===== src/rtl/arithmetic_unit.sv =====
// rtl/arithmetic_unit.sv - registered ripple-carry arithmetic unit of the ALU datapath
module arithmetic_unit #(
  parameter int WIDTH = 4
) (
  input  logic             clk,
  input  logic             rst,
  input  logic [WIDTH-1:0] A,
  input  logic [WIDTH-1:0] B,
  input  logic [1:0]       S,
  input  logic             C_in,
  output logic [WIDTH-1:0] result,
  output logic             C_out
);

  logic [WIDTH-1:0] y;
  logic [WIDTH-1:0] sum;
  logic [WIDTH:0]   carry;

  // S selects B, ~B, zero or all-ones; with C_in this yields add/sub/inc/dec/transfer
  always_comb begin
    y = B;
    case (S)
      2'b00:   y = B;
      2'b01:   y = ~B;
      2'b10:   y = '0;
      default: y = '1;
    endcase
  end

  assign carry[0] = C_in;

  genvar i;
  generate
    for (i = 0; i < WIDTH; i++) begin : g_fa
      assign sum[i]     = A[i] ^ y[i] ^ carry[i];
      assign carry[i+1] = (A[i] & y[i]) | (carry[i] & (A[i] ^ y[i]));
    end
  endgenerate

  always_ff @(posedge clk) begin
    if (rst) begin
      result <= '0;
      C_out  <= 1'b0;
    end else begin
      result <= sum;
      C_out  <= carry[WIDTH];
    end
  end

endmodule


===== config.mk =====
export PLATFORM = sky130hd
export DESIGN_NAME = arithmetic_unit
export DESIGN_NICKNAME = d
export VERILOG_FILES = /design/src/rtl/arithmetic_unit.sv
export SDC_FILE = /design/constraint.sdc
export NUM_CORES = 1
export LEC_CHECK = 0
export BUFFER_PORTS_ARGS = -buffer_cell sky130_fd_sc_hd__buf_2
export CORE_AREA = 2 2 39 41
export CTS_CLUSTER_DIAMETER = 30
export DETAILED_ROUTE_END_ITERATION = 8
export DIE_AREA = 0 0 41 43
export SYNTH_ARGS = -nofsm -noshare
export SYNTH_HDL_FRONTEND = slang
export SYNTH_SLANG_ARGS = --single-unit

===== constraint.sdc =====
create_clock -name clk -period 2.75 [get_ports clk]
set_input_delay 0.1375 -clock clk [delete_from_list [all_inputs] [get_ports clk]]
set_output_delay 0.1375 -clock clk [all_outputs]
set_load 0.01 [all_outputs]

; Word level (Yosys, flattened, before mapping)
; Index checks and enable logic that the tools add are counted.
[classes]
eq_ne = 2
muxes = 1
n_bitwise = 21
reduce_logical = 1
[ops]
columns = operator, count
row1 = $pmux W4 S3, 1
row2 = $and A1 B1 Y1, 8
row3 = $xor A1 B1 Y1, 8
row4 = $not A4 Y4, 1
row5 = $or A1 B1 Y1, 4
row6 = $eq A2 B1 Y1 const B, 1
row7 = $eq A2 B2 Y1 const B, 1
row8 = $logic_not A2 Y1, 1
[word_totals]
register_bits = 5
input_bits = 13
out_inout_bits = 5
wordCells = 27

; Logic depth before layout (Yosys ltp)
; Gate-level depths: netlist of the first run.
[logic_depth]
depth_word = 11
mapped_depth = 9
ltp_nobuf = 9

; Worst setup path before layout of the first run
; OpenSTA, ideal clock, no wires.
[synth_timing]
kind = input port to flip-flop
from = input port S[0]
to = register result[3]
setup_ns = 0.114
t_arrival_ns = 1.971
required_time_ns = 2.636
slack_ns = 0.665
path_stages = 9
n_path_buf = 1
path_cell_list = buf_2 xnor2_1 fa_1 inv_1 fa_1 fa_1 inv_1 fa_1 nor2b_1
[synth_via]
elab_chain_len = 10
elab_cells_between_ends = 18
classes_between = 2 x eq/ne / 1 x mux / 14 x bitwise / 1 x reduce/logical
[synth_lines]
columns = item, line
row1 = start: declaration, 9  ; input logic [1:0] S,
row2 = "$eq A2 B2 Y1, or another cell as far along", 22  ; case (S)
row3 = $pmux W4 S3 *, 22
row4 = $xor A1 B1 Y1, 36  ; assign carry[i+1] = (A[i] & y[i]) | (carry[i] & (A[i] ^ y[i]));
row5 = $and A1 B1 Y1, 36
row6 = $or A1 B1 Y1, 36
row7 = $and A1 B1 Y1, 36
row8 = $or A1 B1 Y1, 36
row9 = $and A1 B1 Y1, 36
row10 = $or A1 B1 Y1, 36
row11 = $xor A1 B1 Y1 *, 35  ; assign sum[i] = A[i] ^ y[i] ^ carry[i];
row12 = named net sum[3], 16  ; logic [WIDTH-1:0] sum;
row13 = end signal: assignment, 45  ; result <= sum;
row14 = end: declaration, 11  ; output logic [WIDTH-1:0] result,
; The timed path passes the listed nets; every way through them passes the cells marked *.
; A chain may end at the register's enable or synchronous reset.

; Worst setup path in the final report of the first run
[layout_timing]
from = input port S[1]
to = register result[3]
; Same word-level chain as after synthesis.

==> results of run 1 <==
## cell type report
type / count / share of cell area, %
Tap cell: 16 / 4.85
Multi-Input combinational cell: 17 / 40.3
Clock buffer: 4 / 6.36
Timing Repair Buffer: 17 / 20.6
Inverter: 4 / 3.64
Sequential cell: 5 / 24.2
## Yosys cell counts
cell      instances  area (µm²)
nor2b_1           5        31.3
buf_2             1        5.00
nand2b_1          2        12.5
dfxtp_1           5         100
inv_1             4        15.0
xnor2_1           4        35.0
nor2_1            2        7.51
fa_1              4        80.1
## critical path: stages
cell and delay (ns):
buf_2 0.11, nand2b_1 0.14, xnor2_1 0.17, fa_1 0.19, inv_1 0.05, fa_1 0.37, fa_1 0.36, inv_1 0.07
fa_1 0.39, nor2b_1 0.14
## per-layer routing
metal / track usage [%] / share of wire (%) / vias up
met1: 7.14 / 40 / 91
met4: 8.00 / 0 / 0
li1: - / - / 115
met3: 0 / 13 / 0
met5: 0 / 0 / -
met2: 9.06 / 47 / 13
## cell families after synthesis
family                   share of synthesized area (%)
XOR/XNOR                                          12.2
adder cells (fa/ha/maj)                           27.9
buffers and inverters                             6.98
flip-flops                                        34.9
AND/OR/NAND/NOR                                   17.9
## stage by stage
step | worst slack (ns) | power (mW) | hold slack [ns] | utilization, % | instances
2_1_floorplan | 0.665 | 0.123 | 0.204 | - | 27
3_3_place_gp | 0.490 | 0.145 | 0.361 | 27.9 | 59
3_5_place_dp | 0.455 | 0.147 | 0.358 | 27.9 | 59
4_1_cts | 0.718 | 0.230 | 0.110 | 29.8 | 63
5_1_grt | 0.588 | 0.247 | 0.140 | 29.8 | 63
6_report | 0.736 | 0.225 | 0.114 | 29.8 | 63
## registers in the layout, indices dropped and copies added (netlist names)
signal and flops:
C_out 1, result 4
## worst min path at each step
stage,start,end,cells past startpoint
5_1_grt,rst,result[0],2
6_report,rst,result[1],2
2_1_floorplan,rst,result[1],1
4_1_cts,rst,result[1],2
3_5_place_dp,rst,result[1],2
3_3_place_gp,rst,result[1],2
## power by group
part	switching [mW]	total, mW	leakage, nW	internal [mW]
registers	0.00197	0.0857	0.0417	0.0837
clock network	0.0267	0.0814	0.0150	0.0546
logic	0.0281	0.0582	0.149	0.0301
==> impl_metrics.toml, run 1 <==
[timing]
final-max-slew-violation-count = 0
setup_tns_ns = 0
tightestPinTransition_ns = 0.199
max_freq_mhz = 496
finalCritPeriodShare_pct = 73.3
rsz0062_at_grt = "no"
layout_min_cycle_time_ns = 2.01
hold_viol_final = 0
timing.max_slew.rel_slack_pct = 86.6
setup_viol_count_final = 0

[clocking]
post-cts-setup-buffer-count = 0
cts.sinks = 5
tritoncts.num_buffers = 3
clock_transition_time_at_the_flip_flop_clock_pins_of_the_worst_setup_and_hold_paths_ns = 0.04
clk_root_buffer_cell = "clkbuf_4"
postCtsHoldBufs = 0
tritoncts_clock_tree = "done"
count_of_h_tree_levels_built_during_cts = 1
post_cts_resized = 0
maximum_buffer_depth_of_the_clock_tree = 2

[final_layout]
most-common-layout-cells = "17 x buf_2, 5 x dfxtp_1, 5 x nor2b_1"
seq_area_um2 = 100
layout.cells.most_common = "buf_2"
layout.cell_area.non_filler_um2 = 413
area_of_the_multi_input_gates_um2 = 166
nNetsFinal = 65
syn2layout_area_growth_pct = 44.1
final_layout_size_suffix_gt1_share_pct = 42.6
count_of_antenna_diodes_in_the_layout = 0
layout.filler_cells = 151

[drt]
drt-vias-per-instance = 3.48
detailroute.via_count = 219
drt_first_pass_iters = 1
routed_wirelength_um = 453
drcViolationCount = 0
detail_route.wl_per_cell_um = 7.19
drt-initial-drc-count = 0
ant_nets = 0

[run_status]
run_status = "finished, final reports clean"

[logic_synthesis]
ys_types = 8
synth.cell_area_um2 = 287
yosys_warnings = 0
mapped_nets = 44
syn_area_per_cell_um2 = 10.6
postSynthRegisterBits = 5
synthesis.instances = 27
yosysSeqAreaShare_pct = 34.9

[place]
buffer_ports.inserted = 17
last_weighted_congestion_value_of_the_routability_driven_placer = 0.544
dpl_cell_area_um2 = 387

[floorplan]
rows = 14
die_area_mm2 = 0.00176
dieHeight_um = 43
core-area_mm2 = 0.00138
floorplan.initialDensity_pct = 20.7
i_o_pins = 18
die_w_um = 41

[grt]
grt_first_pass_wirelength_um = 745
initial_antenna_violation_count = 0
grt_overflow = 0
grt_use_total_pct = 6.34
first_global_vias = 219
grt_start_max_net_pins = 6

[worst_setup_path]
critical_path_arrival_ns = 2.14
crit_path_start_kind = "input pin"
endpoint_required_time_on_the_critical_path_ns = 2.87
timing.critical_path.from = "S[1]"
critical_path_peak_fanout = 4
critPathCapture = "result[3]"
crit_end_category = "register"
path_class = "input pin to register"

[pwr]
vdd_ir_drop_max_uv = 103
power_density_mw_per_mm2 = 546
leakage_nw = 0.206

[min_path]
hold_path_class = "input pin to register"

[run]
number_of_max_capacitance_violations_reported = 0
Power figures use the tool's default switching activity.
==> run 2, diff against run 1 <==
--- a/config.mk
+++ b/config.mk
@@ -5,6 +5,7 @@
 export SDC_FILE = /design/constraint.sdc
 export NUM_CORES = 1
 export LEC_CHECK = 0
+export ABC_AREA = 1
 export BUFFER_PORTS_ARGS = -buffer_cell sky130_fd_sc_hd__buf_2
 export CORE_AREA = 2 2 39 41
 export CTS_CLUSTER_DIAMETER = 30
==> constraint.sdc (replaced) <==
create_clock -name clk -period 2 [get_ports clk]
set_input_delay 0.1 -clock clk [delete_from_list [all_inputs] [get_ports clk]]
set_output_delay 0.1 -clock clk [all_outputs]
set_load 0.01 [all_outputs]
==> run 2 against run 1 <==
Effect of this change: critical path depth grew 2; die area is the same; utilization grew 2.9 points; area after synthesis grew 7.0%; worst setup slack lost 0.58 ns; combinational power grew 44%; worst hold slack lost 0.031 ns.
==> impl_metrics.toml, run 2 <==
[worst_setup_path]
critPathMostFrequentCell = "inv_1"
worstPathCellList = "buf_2 -> nor2_2 -> nand2_1 -> nand3_1 -> fa_2 -> inv_1 -> fa_2 -> fa_1 -> inv_1 -> fa_1 -> inv_1 -> nor2_1"
crit_end_category = "register"
delay_of_the_slowest_cell_on_the_worst_path_ns = 0.40
cp.buffers_inverters = 4
critical_path_arrival_ns = 1.97
endpoint_required_time_on_the_critical_path_ns = 2.13
crit_path_start_kind = "input pin"
critical_path_peak_fanout = 7
cpMaxStageDelayCell = "fa_1"
path_class = "input pin to register"
crit_family = "adder cells"

[logic_synthesis]
yosysSeqAreaShare_pct = 32.7
yosys.area.top_type_share_pct = 32.7
synth.cell_area_um2 = 307
synth.area.mux_share_pct = 0
mapped_nets = 55
syn_area_per_cell_um2 = 8.07
synth_area_leader_cell = "dfxtp_1"
compound_cell_area_share_of_the_yosys_netlist_pct = 0
synth_area_leaders = "dfxtp_1 33%, fa_1 26%, inv_1 11%"
synthFlopType = "dfxtp_1"
ys_types = 8
synthTopCellsByCount = "9 x inv_1, 6 x nand2_1, 6 x nor2_1"
synth-simple-area-share_pct = 30.2
synth-async-reset-ratio_pct = 0
yosys.cell_count.top_type = "inv_1"
synth_xor_xnor_area_share_pct = 0
synth_enable_flop_cells = 0
largest_family_of_logic_cells_by_synthesized_area = "simple AND/OR/NAND/NOR gates"
synthesis.instances = 38
postSynthRegisterBits = 5
yosys_warnings = 0
synth-adder-area-share_pct = 26.1

[floorplan]
rows = 14
die_w_um = 41
floorplan.initialDensity_pct = 22.2
core-area_mm2 = 0.00138
i_o_pins = 18
dieHeight_um = 43
die_area_mm2 = 0.00176

[timing]
hold_viol_final = 0
setup_viol_count_final = 0
layout_min_cycle_time_ns = 1.85
finalCritPeriodShare_pct = 92.4
final.hold.worst_slack_ns = 0.0830
max_freq_mhz = 541
timing.final.ws_setup_ns = 0.153
setup_tns_ns = 0
final-max-slew-violation-count = 0
timing.max_slew.rel_slack_pct = 92.5
rsz0062_at_grt = "no"
tightestPinTransition_ns = 0.113

[clocking]
clk_root_buffer_cell = "clkbuf_4"
cts.sinks = 5
count_of_h_tree_levels_built_during_cts = 1
post-cts-setup-buffer-count = 0
clock_transition_time_at_the_flip_flop_clock_pins_of_the_worst_setup_and_hold_paths_ns = 0.04
tritoncts.num_buffers = 3
tritoncts_clock_tree = "done"
maximum_buffer_depth_of_the_clock_tree = 2

[final_layout]
final_layout_size_suffix_gt1_share_pct = 40.0
syn2layout_area_growth_pct = 47.8
layout.cells.most_common = "buf_2"
most-common-layout-cells = "17 x buf_2, 9 x inv_1, 6 x nand2_1"
count_of_antenna_diodes_in_the_layout = 0
nNetsFinal = 78
layout.cell_area.non_filler_um2 = 453
layout.filler_cells = 160
max_flop_register = "result"
layout_top_registers = "result: 4 flops, C_out: 1 flops"
number_of_flip_flops_in_the_largest_register = 4

[grt]
grt_use_total_pct = 8.28
grt_overflow = 0
grt_start_max_net_pins = 8
first_global_vias = 267
grt_first_pass_wirelength_um = 938
initial_antenna_violation_count = 0

[drt]
ant_nets = 0
detailroute.via_count = 297
detail_route.wl_per_cell_um = 7.57
drt_first_pass_iters = 2
routed_wirelength_um = 575
drt-initial-drc-count = 3
drt-vias-per-instance = 3.91
drcViolationCount = 0

[run_status]
run_status = "finished, final reports clean"

[place]
dpl_cell_area_um2 = 419
dp_slack_ns = -0.167
last_weighted_congestion_value_of_the_routability_driven_placer = 0.646
buffer_ports.inserted = 17

[pwr]
vdd_ir_drop_max_uv = 157
power.total_mw = 0.313
leakage_nw = 0.254
power_density_mw_per_mm2 = 692

[min_path]
hold_path_class = "input pin to register"
min_path_cells = 2
hp-start = "rst"
worst_hold_path.endpoint = "result[1]"

[run]
number_of_max_capacitance_violations_reported = 0
-- run 2: how the worst max path moves through the flow --
stage | from | endpoint | slack, ns | cells after the start
after floorplan | S[1] | result[3] | 0.08 | 11
after global placement | S[0] | result[3] | -0.14 | 12
after detailed placement | S[0] | result[3] | -0.17 | 12
after CTS | S[0] | result[3] | 0.08 | 12
after global routing | S[0] | result[3] | 0.05 | 12
final | S[0] | result[3] | 0.15 | 12
-- run 2: logic make-up after synthesis --
group         after synthesis
simple gates               20
flops                       5
fa+ha+maj                   4
buf+inv                     9
-- run 2: layout make-up --
type	count	area, µm²	share of cell area, %
timing repair buffer	18	92.6	20.4
sequential	5	100	22.1
inverter	9	33.8	7.46
tap	16	20.0	4.42
multi-input combinational	24	180	39.8
clock buffer	4	26.3	5.80
-- run 2: power by group --
| part | internal (mW) | leakage, nW | switching (mW) |
|---|---|---|---|
| Clock | 0.0752 | 0.0150 | 0.0376 |
| Sequential | 0.114 | 0.0417 | 0.00291 |
| Combinational | 0.0393 | 0.197 | 0.0443 |
-- run 2: per-layer routing --
metal | GRT usage, % | share of wire, %
met5 | 0 | 0
met4 | 8.00 | 0
met3 | 3.14 | 10
met2 | 12.2 | 49
met1 | 8.20 | 40
-- run 2: repair_timing --
item,CTS,global route
hold buffers,0,0
resized for setup,0,3
endpoints found under the setup margin,0,1
-- run 2: through the flow --
step / instances / util (%)
3_5_place_dp: 72 / 30.3
4_1_cts: 76 / 32.2
2_1_floorplan: 38 / -
5_1_grt: 76 / 32.7
3_3_place_gp: 72 / 30.3
6_report: 76 / 32.7
==> run 3, diff against run 2 <==
--- a/config.mk
+++ b/config.mk
@@ -8,9 +8,11 @@
 export ABC_AREA = 1
 export BUFFER_PORTS_ARGS = -buffer_cell sky130_fd_sc_hd__buf_2
 export CORE_AREA = 2 2 39 41
+export CTS_BUF_LIST = sky130_fd_sc_hd__clkbuf_16
 export CTS_CLUSTER_DIAMETER = 30
 export DETAILED_ROUTE_END_ITERATION = 8
 export DIE_AREA = 0 0 41 43
+export RECOVER_POWER = 50
 export SYNTH_ARGS = -nofsm -noshare
 export SYNTH_HDL_FRONTEND = slang
 export SYNTH_SLANG_ARGS = --single-unit
==> run 3 against run 2 <==
Effect of this change: non-clock buffer count unchanged; combinational power shrank 4.3%; power rose by 65%; die area stayed put; clock power increased to 2.8 times the previous value; sequential power hardly changed; final cell count unchanged; worst setup slack got worse by 0.011 ns; first-iteration DRC count increased to 2.7 times the previous value; utilization increased by 3.3 points; clock-buffer cell count down 1.
==> impl_metrics.toml, run 3 (same netlist as run 2, synthesis figures left out) <==
[pwr]
power.share.switching_pct = 21.0
power.total_mw = 0.517
power.switching_mw = 0.109
power_density_mw_per_mm2 = 1040
combPwrFrac_pct = 15.5
clkPwrFrac_pct = 61.7
vdd_ir_drop_max_uv = 207
power_share_of_the_sequential_group_pct = 22.8
power_report.internal_total_mw = 0.409
leakage_nw = 0.263

[floorplan]
dieHeight_um = 43
die_area_mm2 = 0.00176
core-area_mm2 = 0.00138
i_o_pins = 18
floorplan.initialDensity_pct = 22.2
rows = 14
die_w_um = 41

[drt]
drcViolationCount = 0
met3_length_um = 71
detail_route.wl_per_cell_um = 7.87
routed_wirelength_um = 598
drt_first_pass_iters = 2
drt-initial-drc-count = 8
detailroute.via_count = 294
ant_nets = 0
drt-met1-wl_um = 247
wl_met2_um = 279
highest-signal-layer = "met3"
drt-vias-per-instance = 3.87

[grt]
grt_use_total_pct = 8.38
grt_first_pass_wirelength_um = 986
grt_start_max_net_pins = 8
grt_overflow = 0
first_global_vias = 277
initial_antenna_violation_count = 0

[final_layout]
syn2layout_area_growth_pct = 62.9
final_layout_size_suffix_gt1_share_pct = 31.7
layout.cells.most_common = "buf_2"
layout_top_registers = "result: 4 flops, C_out: 1 flops"
count_of_antenna_diodes_in_the_layout = 0
stdcell_count = 76
nNetsFinal = 78
number_of_flip_flops_in_the_largest_register = 4
post-route-util_pct = 36.1
most-common-layout-cells = "12 x buf_2, 10 x inv_1, 6 x nand2_1"
max_flop_register = "result"

[min_path]
hold_path_class = "input pin to register"
hp-start = "rst"
min_path_cells = 2
worst_hold_path.endpoint = "result[1]"

[place]
last_weighted_congestion_value_of_the_routability_driven_placer = 0.646
dp_slack_ns = -0.167
buffer_ports.inserted = 17
dpl.cell_count = 72

[worst_setup_path]
critical_path_peak_fanout = 7
cpMaxStageDelayCell = "fa_1"
crit_end_category = "register"
endpoint_required_time_on_the_critical_path_ns = 2.12
worstPathCellList = "buf_2 -> nor2_2 -> nand2_1 -> nand3_1 -> fa_2 -> inv_1 -> fa_2 -> fa_1 -> inv_1 -> fa_1 -> inv_1 -> nor2_1"
crit_path_start_kind = "input pin"
cp.buffers_inverters = 4
crit_family = "adder cells"
critPathMostFrequentCell = "inv_1"
path_class = "input pin to register"
critical_path_arrival_ns = 1.97
delay_of_the_slowest_cell_on_the_worst_path_ns = 0.40

[timing]
max_freq_mhz = 538
finalCritPeriodShare_pct = 92.9
rsz0062_at_grt = "no"
final-max-slew-violation-count = 0
timing.final.ws_setup_ns = 0.142
tightestPinTransition_ns = 0.138
setup_tns_ns = 0
layout_min_cycle_time_ns = 1.86
timing.max_slew.rel_slack_pct = 90.9
setup_viol_count_final = 0
hold_viol_final = 0

[run_status]
run_status = "finished, final reports clean"

[clocking]
post-cts-setup-buffer-count = 0
cts.sinks = 5
maximum_buffer_depth_of_the_clock_tree = 2
clock_transition_time_at_the_flip_flop_clock_pins_of_the_worst_setup_and_hold_paths_ns = 0.03
tritoncts.num_buffers = 3
count_of_h_tree_levels_built_during_cts = 1
clk_root_buffer_cell = "clkbuf_16"
tritoncts_clock_tree = "done"

[run]
number_of_max_capacitance_violations_reported = 0
==> run 3: worst max-delay path by stage <==
stage / slack, ns / to / start / cells past startpoint
2_1_floorplan: 0.08 / result[3] / S[1] / 11
3_3_place_gp: -0.14 / result[3] / S[0] / 12
3_5_place_dp: -0.17 / result[3] / S[0] / 12
4_1_cts: 0.06 / result[3] / S[0] / 12
5_1_grt: 0.03 / result[3] / S[0] / 12
6_report: 0.14 / result[3] / S[0] / 12
==> run 3: power by group through the flow <==
stage               clock [mW]  sequential, mW  combinational, mW
floorplan                    0           0.127             0.0389
global placement             0           0.118             0.0823
detailed placement           0           0.119             0.0837
CTS                      0.324           0.118             0.0842
global route             0.330           0.119             0.0980
finish                   0.319           0.118             0.0800
==> run 3: what timing repair did <==
action	in CTS	in global routing
resized for setup	0	3
hold buffers	0	0
endpoints found under the hold margin	0	0
setup endpoints to repair	0	1
==> run 3: metrics by stage <==
stage	cell area (µm²)	hold slack, ns
2_1_floorplan	307	0.167
3_3_place_gp	419	0.327
3_5_place_dp	419	0.325
4_1_cts	498	0.0920
5_1_grt	499	0.106
6_report	499	0.0918
==> run 3: routing by layer <==
layer  track usage, %  vias up
met2             12.8       13
met3             3.66        0
met1             8.52      127
met5                0        -
met4             6.00        0
li1                 -      154
==> run 3: final cells by class <==
cell class	count	area, µm²
Clock buffer	3	75.1
Clock inverter	1	3.75
Fill cell	158	885
Inverter	9	33.8
Multi-Input combinational cell	24	180
Sequential cell	5	100
Tap cell	16	20.0
Timing Repair Buffer	18	86.3
